### config.mk
export PLATFORM = sky130hd
export DESIGN_NAME = alu_mc
export DESIGN_NICKNAME = d
export VERILOG_FILES = /design/src/rtl/alu_pkg.sv /design/src/rtl/alu_muldiv_iter.sv /design/src/rtl/alu_mc.sv
export SDC_FILE = /design/constraint.sdc
export NUM_CORES = 1
export LEC_CHECK = 0
export CORE_ASPECT_RATIO = 0.5
export CORE_MARGIN = 4
export CORE_UTILIZATION = 38
export CTS_BUF_LIST = sky130_fd_sc_hd__clkbuf_4
export CTS_CLUSTER_SIZE = 8
export DETAILED_ROUTE_END_ITERATION = 16
export PLACE_DENSITY_LB_ADDON = 0.3
export REMOVE_ABC_BUFFERS = 1
export SLEW_MARGIN = 20
export SYNTH_ARGS = -nofsm -noshare
export SYNTH_HDL_FRONTEND = slang
export SYNTH_SLANG_ARGS = --single-unit
### constraint.sdc
create_clock -name clk -period 11.5 [get_ports clk]
set_clock_uncertainty 0.1 [all_clocks]
set_input_delay 3.45 -clock clk [delete_from_list [all_inputs] [get_ports clk]]
set_output_delay 3.45 -clock clk [all_outputs]
set_load 0.05 [all_outputs]
### src/rtl/alu_pkg.sv
// Shared definitions for the multi-cycle ALU: function codes, flag bit positions
// and the control FSM state type.
package alu_pkg;

   localparam logic [5:0] FUNC_ADD  = 6'b100000;
   localparam logic [5:0] FUNC_SUB  = 6'b100010;
   localparam logic [5:0] FUNC_MUL  = 6'b011000;
   localparam logic [5:0] FUNC_DIV  = 6'b011010;
   localparam logic [5:0] FUNC_AND  = 6'b100100;
   localparam logic [5:0] FUNC_OR   = 6'b100101;
   localparam logic [5:0] FUNC_NOT  = 6'b100111;
   localparam logic [5:0] FUNC_BRFL = 6'b111111;

   localparam int unsigned ABOVE    = 2;
   localparam int unsigned EQUALS   = 1;
   localparam int unsigned OVERFLOW = 0;

   // StExec is the one registered execute cycle used by every single-cycle op.
   typedef enum logic [2:0] {
      StIdle,
      StExec,
      StMul,
      StDiv,
      StDone
   } alu_state_e;

   function automatic logic is_mul_div(input logic [5:0] f);
      return (f == FUNC_MUL) || (f == FUNC_DIV);
   endfunction

endpackage

### src/rtl/alu_muldiv_iter.sv
// Iterative engine shared by multiply (shift-add) and divide (restoring).
// Works on operand magnitudes for WIDTH cycles, then spends one cycle applying the sign.
module alu_muldiv_iter
   import alu_pkg::*;
#(
   parameter int unsigned WIDTH = 32
) (
   input  logic             clk,
   input  logic             rst_n,
   input  logic             start,
   input  logic             abort,
   input  logic             is_div,
   input  logic [WIDTH-1:0] mag_a,
   input  logic [WIDTH-1:0] mag_b,
   input  logic             neg,
   output logic             busy,
   output logic             done,
   output logic [WIDTH-1:0] res,
   output logic             ovf
);

   localparam int unsigned CW = (WIDTH > 1) ? $clog2(WIDTH) : 1;

   logic [2*WIDTH-1:0] acc_q, acc_d;
   logic [WIDTH-1:0]   opnd_q;
   logic [CW-1:0]      cnt_q;
   logic               busy_q, fix_q, div_q, neg_q;

   logic [WIDTH-1:0]   hi, lo;
   logic [WIDTH:0]     add_a, add_b, sum;
   logic [2*WIDTH-1:0] prod_signed;
   logic [WIDTH-1:0]   quot_signed;
   logic [WIDTH:0]     prod_top;

   assign hi = acc_q[2*WIDTH-1:WIDTH];
   assign lo = acc_q[WIDTH-1:0];

   // One adder: mul adds the multiplicand into the high half, div subtracts the divisor
   // from the partial remainder shifted left by one quotient bit.
   always_comb begin
      add_a = div_q ? {hi, lo[WIDTH-1]} : {1'b0, hi};
      if (div_q) begin
         add_b = ~{1'b0, opnd_q};
      end else begin
         add_b = lo[0] ? {1'b0, opnd_q} : '0;
      end
      sum = add_a + add_b + {{WIDTH{1'b0}}, div_q};
      if (div_q) begin
         if (!sum[WIDTH]) begin
            acc_d = {sum[WIDTH-1:0], lo[WIDTH-2:0], 1'b1};
         end else begin
            acc_d = {add_a[WIDTH-1:0], lo[WIDTH-2:0], 1'b0};
         end
      end else begin
         acc_d = {sum, lo[WIDTH-1:1]};
      end
   end

   always_comb begin
      prod_signed = neg_q ? (~acc_q + {{(2*WIDTH-1){1'b0}}, 1'b1}) : acc_q;
      quot_signed = neg_q ? (~lo + {{(WIDTH-1){1'b0}}, 1'b1}) : lo;
      prod_top    = prod_signed[2*WIDTH-1:WIDTH-1];
      if (div_q) begin
         res = quot_signed;
         // Only MIN / -1 yields a positive quotient magnitude of 2^(WIDTH-1).
         ovf = !neg_q && lo[WIDTH-1];
      end else begin
         res = prod_signed[WIDTH-1:0];
         ovf = !((&prod_top) || !(|prod_top));
      end
   end

   always_ff @(posedge clk or negedge rst_n) begin
      if (!rst_n) begin
         acc_q  <= '0;
         opnd_q <= '0;
         cnt_q  <= '0;
         busy_q <= 1'b0;
         fix_q  <= 1'b0;
         div_q  <= 1'b0;
         neg_q  <= 1'b0;
      end else if (abort) begin
         busy_q <= 1'b0;
         fix_q  <= 1'b0;
         cnt_q  <= '0;
      end else if (start) begin
         acc_q  <= {{WIDTH{1'b0}}, (is_div ? mag_a : mag_b)};
         opnd_q <= is_div ? mag_b : mag_a;
         div_q  <= is_div;
         neg_q  <= neg;
         cnt_q  <= '0;
         busy_q <= 1'b1;
         fix_q  <= 1'b0;
      end else if (busy_q) begin
         acc_q <= acc_d;
         cnt_q <= cnt_q + CW'(1);
         if (cnt_q == CW'(WIDTH - 1)) begin
            busy_q <= 1'b0;
            fix_q  <= 1'b1;
            cnt_q  <= '0;
         end
      end else if (fix_q) begin
         fix_q <= 1'b0;
      end
   end

   assign busy = busy_q;
   assign done = fix_q;

endmodule

### src/rtl/alu_mc.sv
// Multi-cycle ALU top: handshakes, control FSM, single-cycle ops and flag generation.
// Multiply and divide are delegated to alu_muldiv_iter.
module alu_mc
   import alu_pkg::*;
#(
   parameter int unsigned WIDTH = 32
) (
   input  logic             clk,
   input  logic             rst_n,
   input  logic             in_valid,
   output logic             in_ready,
   input  logic [WIDTH-1:0] op1,
   input  logic [WIDTH-1:0] op2,
   input  logic [5:0]       func,
   input  logic [2:0]       flags_in,
   input  logic             flush,
   output logic             out_valid,
   input  logic             out_ready,
   output logic [WIDTH-1:0] result,
   output logic [2:0]       flags_out
);

   alu_state_e       state_q;
   logic             in_ready_q, out_valid_q;
   logic [WIDTH-1:0] result_q, op1_q, op2_q;
   logic [2:0]       flags_q, flags_in_q;
   logic [5:0]       func_q;

   logic             accept, div_by_zero, eng_start;
   logic [WIDTH-1:0] mag1, mag2;
   logic             eng_busy, eng_done, eng_ovf;
   logic [WIDTH-1:0] eng_res;

   logic [WIDTH-1:0] sum, diff, exec_res;
   logic             exec_ovf, exec_keep;
   logic [2:0]       exec_flags;

   function automatic logic [2:0] calc_flags(input logic [WIDTH-1:0] r, input logic v);
      logic [2:0] f;
      f[ABOVE]    = !r[WIDTH-1] && (r != '0);
      f[EQUALS]   = (r == '0);
      f[OVERFLOW] = v;
      return f;
   endfunction

   assign accept      = in_valid && in_ready_q && !flush;
   assign div_by_zero = (func == FUNC_DIV) && (op2 == '0);
   assign eng_start   = accept && is_mul_div(func) && !div_by_zero;
   assign mag1        = op1[WIDTH-1] ? (~op1 + {{(WIDTH-1){1'b0}}, 1'b1}) : op1;
   assign mag2        = op2[WIDTH-1] ? (~op2 + {{(WIDTH-1){1'b0}}, 1'b1}) : op2;

   alu_muldiv_iter #(
      .WIDTH(WIDTH)
   ) u_iter (
      .clk   (clk),
      .rst_n (rst_n),
      .start (eng_start),
      .abort (flush),
      .is_div(func == FUNC_DIV),
      .mag_a (mag1),
      .mag_b (mag2),
      .neg   (op1[WIDTH-1] ^ op2[WIDTH-1]),
      .busy  (eng_busy),
      .done  (eng_done),
      .res   (eng_res),
      .ovf   (eng_ovf)
   );

   // A div reaching StExec is always a divide by zero: the engine was skipped.
   always_comb begin
      sum       = op1_q + op2_q;
      diff      = op1_q - op2_q;
      exec_res  = '0;
      exec_ovf  = 1'b0;
      exec_keep = 1'b0;
      case (func_q)
         FUNC_ADD: begin
            exec_res = sum;
            exec_ovf = (op1_q[WIDTH-1] == op2_q[WIDTH-1]) && (sum[WIDTH-1] != op1_q[WIDTH-1]);
         end
         FUNC_SUB: begin
            exec_res = diff;
            exec_ovf = (op1_q[WIDTH-1] != op2_q[WIDTH-1]) && (diff[WIDTH-1] != op1_q[WIDTH-1]);
         end
         FUNC_AND: exec_res = op1_q & op2_q;
         FUNC_OR:  exec_res = op1_q | op2_q;
         FUNC_NOT: exec_res = ~op1_q;
         FUNC_DIV: begin
            exec_res = '1;
            exec_ovf = 1'b1;
         end
         FUNC_BRFL: begin
            exec_res  = {{(WIDTH-1){1'b0}}, |(flags_in_q & op2_q[2:0])};
            exec_keep = 1'b1;
         end
         default: exec_keep = 1'b1;
      endcase
      exec_flags = exec_keep ? flags_in_q : calc_flags(exec_res, exec_ovf);
   end

   always_ff @(posedge clk or negedge rst_n) begin
      if (!rst_n) begin
         state_q     <= StIdle;
         in_ready_q  <= 1'b0;
         out_valid_q <= 1'b0;
         result_q    <= '0;
         flags_q     <= '0;
         op1_q       <= '0;
         op2_q       <= '0;
         func_q      <= '0;
         flags_in_q  <= '0;
      end else if (flush) begin
         state_q     <= StIdle;
         in_ready_q  <= 1'b1;
         out_valid_q <= 1'b0;
      end else begin
         unique case (state_q)
            StIdle: begin
               in_ready_q <= 1'b1;
               if (accept) begin
                  op1_q      <= op1;
                  op2_q      <= op2;
                  func_q     <= func;
                  flags_in_q <= flags_in;
                  in_ready_q <= 1'b0;
                  if (func == FUNC_MUL) begin
                     state_q <= StMul;
                  end else if ((func == FUNC_DIV) && !div_by_zero) begin
                     state_q <= StDiv;
                  end else begin
                     state_q <= StExec;
                  end
               end
            end
            StExec: begin
               result_q    <= exec_res;
               flags_q     <= exec_flags;
               out_valid_q <= 1'b1;
               state_q     <= StDone;
            end
            StMul, StDiv: begin
               if (eng_done && !eng_busy) begin
                  result_q    <= eng_res;
                  flags_q     <= calc_flags(eng_res, eng_ovf);
                  out_valid_q <= 1'b1;
                  state_q     <= StDone;
               end
            end
            StDone: begin
               if (out_ready) begin
                  out_valid_q <= 1'b0;
                  in_ready_q  <= 1'b1;
                  state_q     <= StIdle;
               end
            end
            default: state_q <= StIdle;
         endcase
      end
   end

   assign in_ready  = in_ready_q;
   assign out_valid = out_valid_q;
   assign result    = result_q;
   assign flags_out = flags_q;

endmodule

==> results.ini <==
[logic_synthesis]
yosys_warnings=0
yosys_most_used_dff=dfrtp_1
synth_edf_count=0
ys_types=84
async_flop_share_pct=100.0
ys_seq_area_share_pct=24.93
synth-adder-area-share_pct=8.430
synth.most_common_cell=nand2_1
ys_seq_elements=218
synthTopCellsByCount=277 x nand2_1, 259 x o21ai_0, 229 x a21oi_1
syn-cell-area_sq_um=21880
synth_top_family_by_area=compound AO/OA/AOI/OAI gates
syn_avg_cell_area_sq_um=7.736
synth_compound_area_share_pct=26.80
synth-simple-area-share_pct=19.91
synth_area_leader_cell=dfrtp_1
synthXorXnorAreaFrac_pct=6.165
muxShareOfSynthArea_pct=7.841
ys_top_cells_by_area=dfrtp_1 25%, ha_1 8.1%, o21ai_0 5.9%, mux2_2 5.5%, a21oi_1 5.2%
synth_top_area_share_pct=24.93
synthCells=2828

[global_route]
grt_start_max_net_pins=117
antenna_found_initial=6
grt_pass1_vias=20350
grt_use_total_pct=24.07
grt_pass1_wl_mm=118.8
overflow=0

[routing]
postRouteAntennaNets=0
drtPass1Iterations=5
first_iter_violations=2219
num_vias=21930
vias_per_cell=6.065
totalWireLength_mm=76.90
wl_per_cell_um=21.27
drc_errors=0

[pwr]
seqPwrFrac_pct=23.8
intPower_uw=2489
peakVddDrop_mv=0.07890
switchingPower_uw=2651
power.density_nw_per_um2=212.7
p_clk_share_pct=14.6
leakagePower_uw=0.01036
swShare_pct=51.58
power_frac_comb_pct=61.6

[clock_tree]
clock_sinks=218
root_buffer=clkbuf_4
clock_path_buffers=3
ctsResizeCount=0
cts_setup_buffers=0
insertion_delay_ns=0.77
h-tree-depth=2
cts_inserted_buffers=61
ctsHoldBuffers=0
cts_tree=built
clk_pin_slew_ns=0.08

[cells_and_area]
syn_to_final_growth_pct=10.45
final_nets=3037
fin_area_sq_um=24160
drive_above_1_share_pct=9.555

[sta]
report.final.slew_viol_count=0
finalSetupViolCount=0
min_period_ns=8.188
max_clock_freq_mhz=122.1
tns_ns=0
hold_viol_final=0
relSlewSlack_pct=8.231
worst_pin_slew_ns=1.373
rsz0062_at_grt=false
finalCritPeriodShare_pct=71.20

[setup_path]
end_kind=flip-flop
reg2reg_from=u_iter.div_q
path_class=input pin to flip-flop
critPathRequiredTime_ns=12.10
cp-start-kind=input pin
rr_worst_depth=16
reg2reg_slack_ns=4.44
worst-path-max-fanout=96
crit_arrival_ns=8.79
worstReg2RegEnd=u_iter.acc_q[60]

[place]
port_buffers=114
hpwl_mm=56.64
routabilityCongestion=0.9532
placed_area_sq_um=23380

[floorplanning]
dieArea_sq_um=61710
die_h_um=177.7
rows=61
coreArea_sq_um=56250
die_w_um=347.3
io_pins=115
start_util_pct=38.89

[status]
status=complete, no violations

[hold_path]
hold_depth=2
holdPathEnd=result[6]
worstHoldStart=result[6]
hp-class=flip-flop to flip-flop

[flow_run]
cap_violations=0

power by group through the flow:
stage	Combinational (uW)	Sequential, uW	Clock, uW
after detailed placement	3080	1230	0
after floorplan	2050	1300	0
after global placement	3060	1220	0
after global routing	3440	1250	812
final	3160	1230	750
after CTS	3100	1220	770
cell families (layout without fill, tap and decap cells):
| family | count (synthesis) | in the layout |
|---|---|---|
| fa+ha+maj | 145 | 145 |
| mux | 158 | 158 |
| simple gates | 899 | 899 |
| buf+inv | 337 | 366 |
| compound gates | 917 | 917 |
| other cells | 0 | 3 |
| xor+xnor | 154 | 154 |
| flops | 218 | 218 |
final cells by class:
class	instances	area (sq um)
well taps	756	945.9
repair buffers	144	1371
flip-flops and latches	218	5460
fillers	5643	32090
inverters	116	435.4
multi-input cells	2273	15170
diodes	3	7.507
clock inverters	23	147.6
clock buffers	83	623.1
how the worst max path moves through the flow:
stage | startpoint | endpoint | slack [ns]
2_1_floorplan | u_iter.div_q | u_iter.acc_q[36] | 2.48
3_3_place_gp | op2[5] | u_iter.acc_q[58] | 2.71
3_5_place_dp | op2[4] | u_iter.acc_q[58] | 2.60
4_1_cts | op2[4] | u_iter.acc_q[58] | 3.44
5_1_grt | op2[4] | u_iter.acc_q[58] | 2.90
6_report | op2[4] | u_iter.acc_q[58] | 3.31
routing by layer:
layer	up-vias	track usage, %	wire length [um]
met4	2	6.992	2052
met5	-	0	13
li1	10350	-	-
met1	10630	35.31	35970
met3	134	4.156	6205
met2	813	36.10	32660
registers in the layout (all words and copies together) (netlist names):
| register | cells |
|---|---|
| op1_q | 32 |
| u_iter.done | 1 |
| in_ready | 1 |
| result | 32 |
| op2_q | 32 |
| u_iter.acc_q | 64 |
| u_iter.busy | 1 |
| flags_in_q | 3 |
| flags_out | 3 |
| u_iter.cnt_q | 5 |
| func_q | 6 |
| u_iter.div_q | 1 |
| out_valid | 1 |
| u_iter.opnd_q | 32 |
| u_iter.neg_q | 1 |
| state_q | 3 |
placed cells by master, fill, tap and decap left out, types with 19 or more instances in the layout:
master / synthesis / final
mux2_2: 107 / 107
o21a_1: 21 / 21
and3_1: 25 / 25
buf_4: 0 / 30
nand4_1: 29 / 29
o31ai_1: 63 / 63
inv_1: 114 / 114
ha_1: 141 / 141
clkbuf_4: 0 / 83
nor2b_1: 24 / 23
nor3_1: 58 / 57
nor4_1: 43 / 43
a31oi_1: 26 / 26
nand2b_1: 30 / 28
xnor2_1: 85 / 85
a211oi_1: 40 / 40
a21o_1: 34 / 34
nand3_1: 68 / 68
o211ai_1: 67 / 67
a21oi_1: 229 / 229
or3_1: 35 / 34
or4_1: 19 / 19
clkdlybuf4s50_1: 0 / 113
mux2i_1: 51 / 51
nand2_1: 277 / 275
dfrtp_1: 218 / 216
o221ai_1: 20 / 20
xor2_1: 69 / 69
o21ai_0: 259 / 259
nor2_1: 224 / 222
worst max-delay path, stage by stage:
cell             delay [ns]
clkdlybuf4s50_1        0.48
nor4_1                 0.50
nand3_1                0.20
or3_1                  0.42
or2_2                  0.34
or4_1                  0.50
or3_1                  0.40
o21ai_1                0.30
or3_2                  0.18
buf_4                  0.70
nand2_1                0.79
a21oi_1                0.35
o2bb2ai_1              0.14
metrics by stage:
| stage | instances | total power (uW) | hold WS [ns] | utilization (%) | worst slack [ns] |
|---|---|---|---|---|---|
| 6_report | 3616 | 5140 | 0.3792 | 42.96 | 3.312 |
| 5_1_grt | 3616 | 5504 | 0.4099 | 42.96 | 2.896 |
| 4_1_cts | 3613 | 5085 | 0.3841 | 42.94 | 3.437 |
| 3_5_place_dp | 3507 | 4306 | 0.3701 | 41.57 | 2.596 |
| 3_3_place_gp | 3507 | 4280 | 0.3661 | 41.57 | 2.711 |
| 2_1_floorplan | 2607 | 3354 | 0.3611 | - | 2.483 |
No activity file was read; power rests on OpenSTA's default activity.
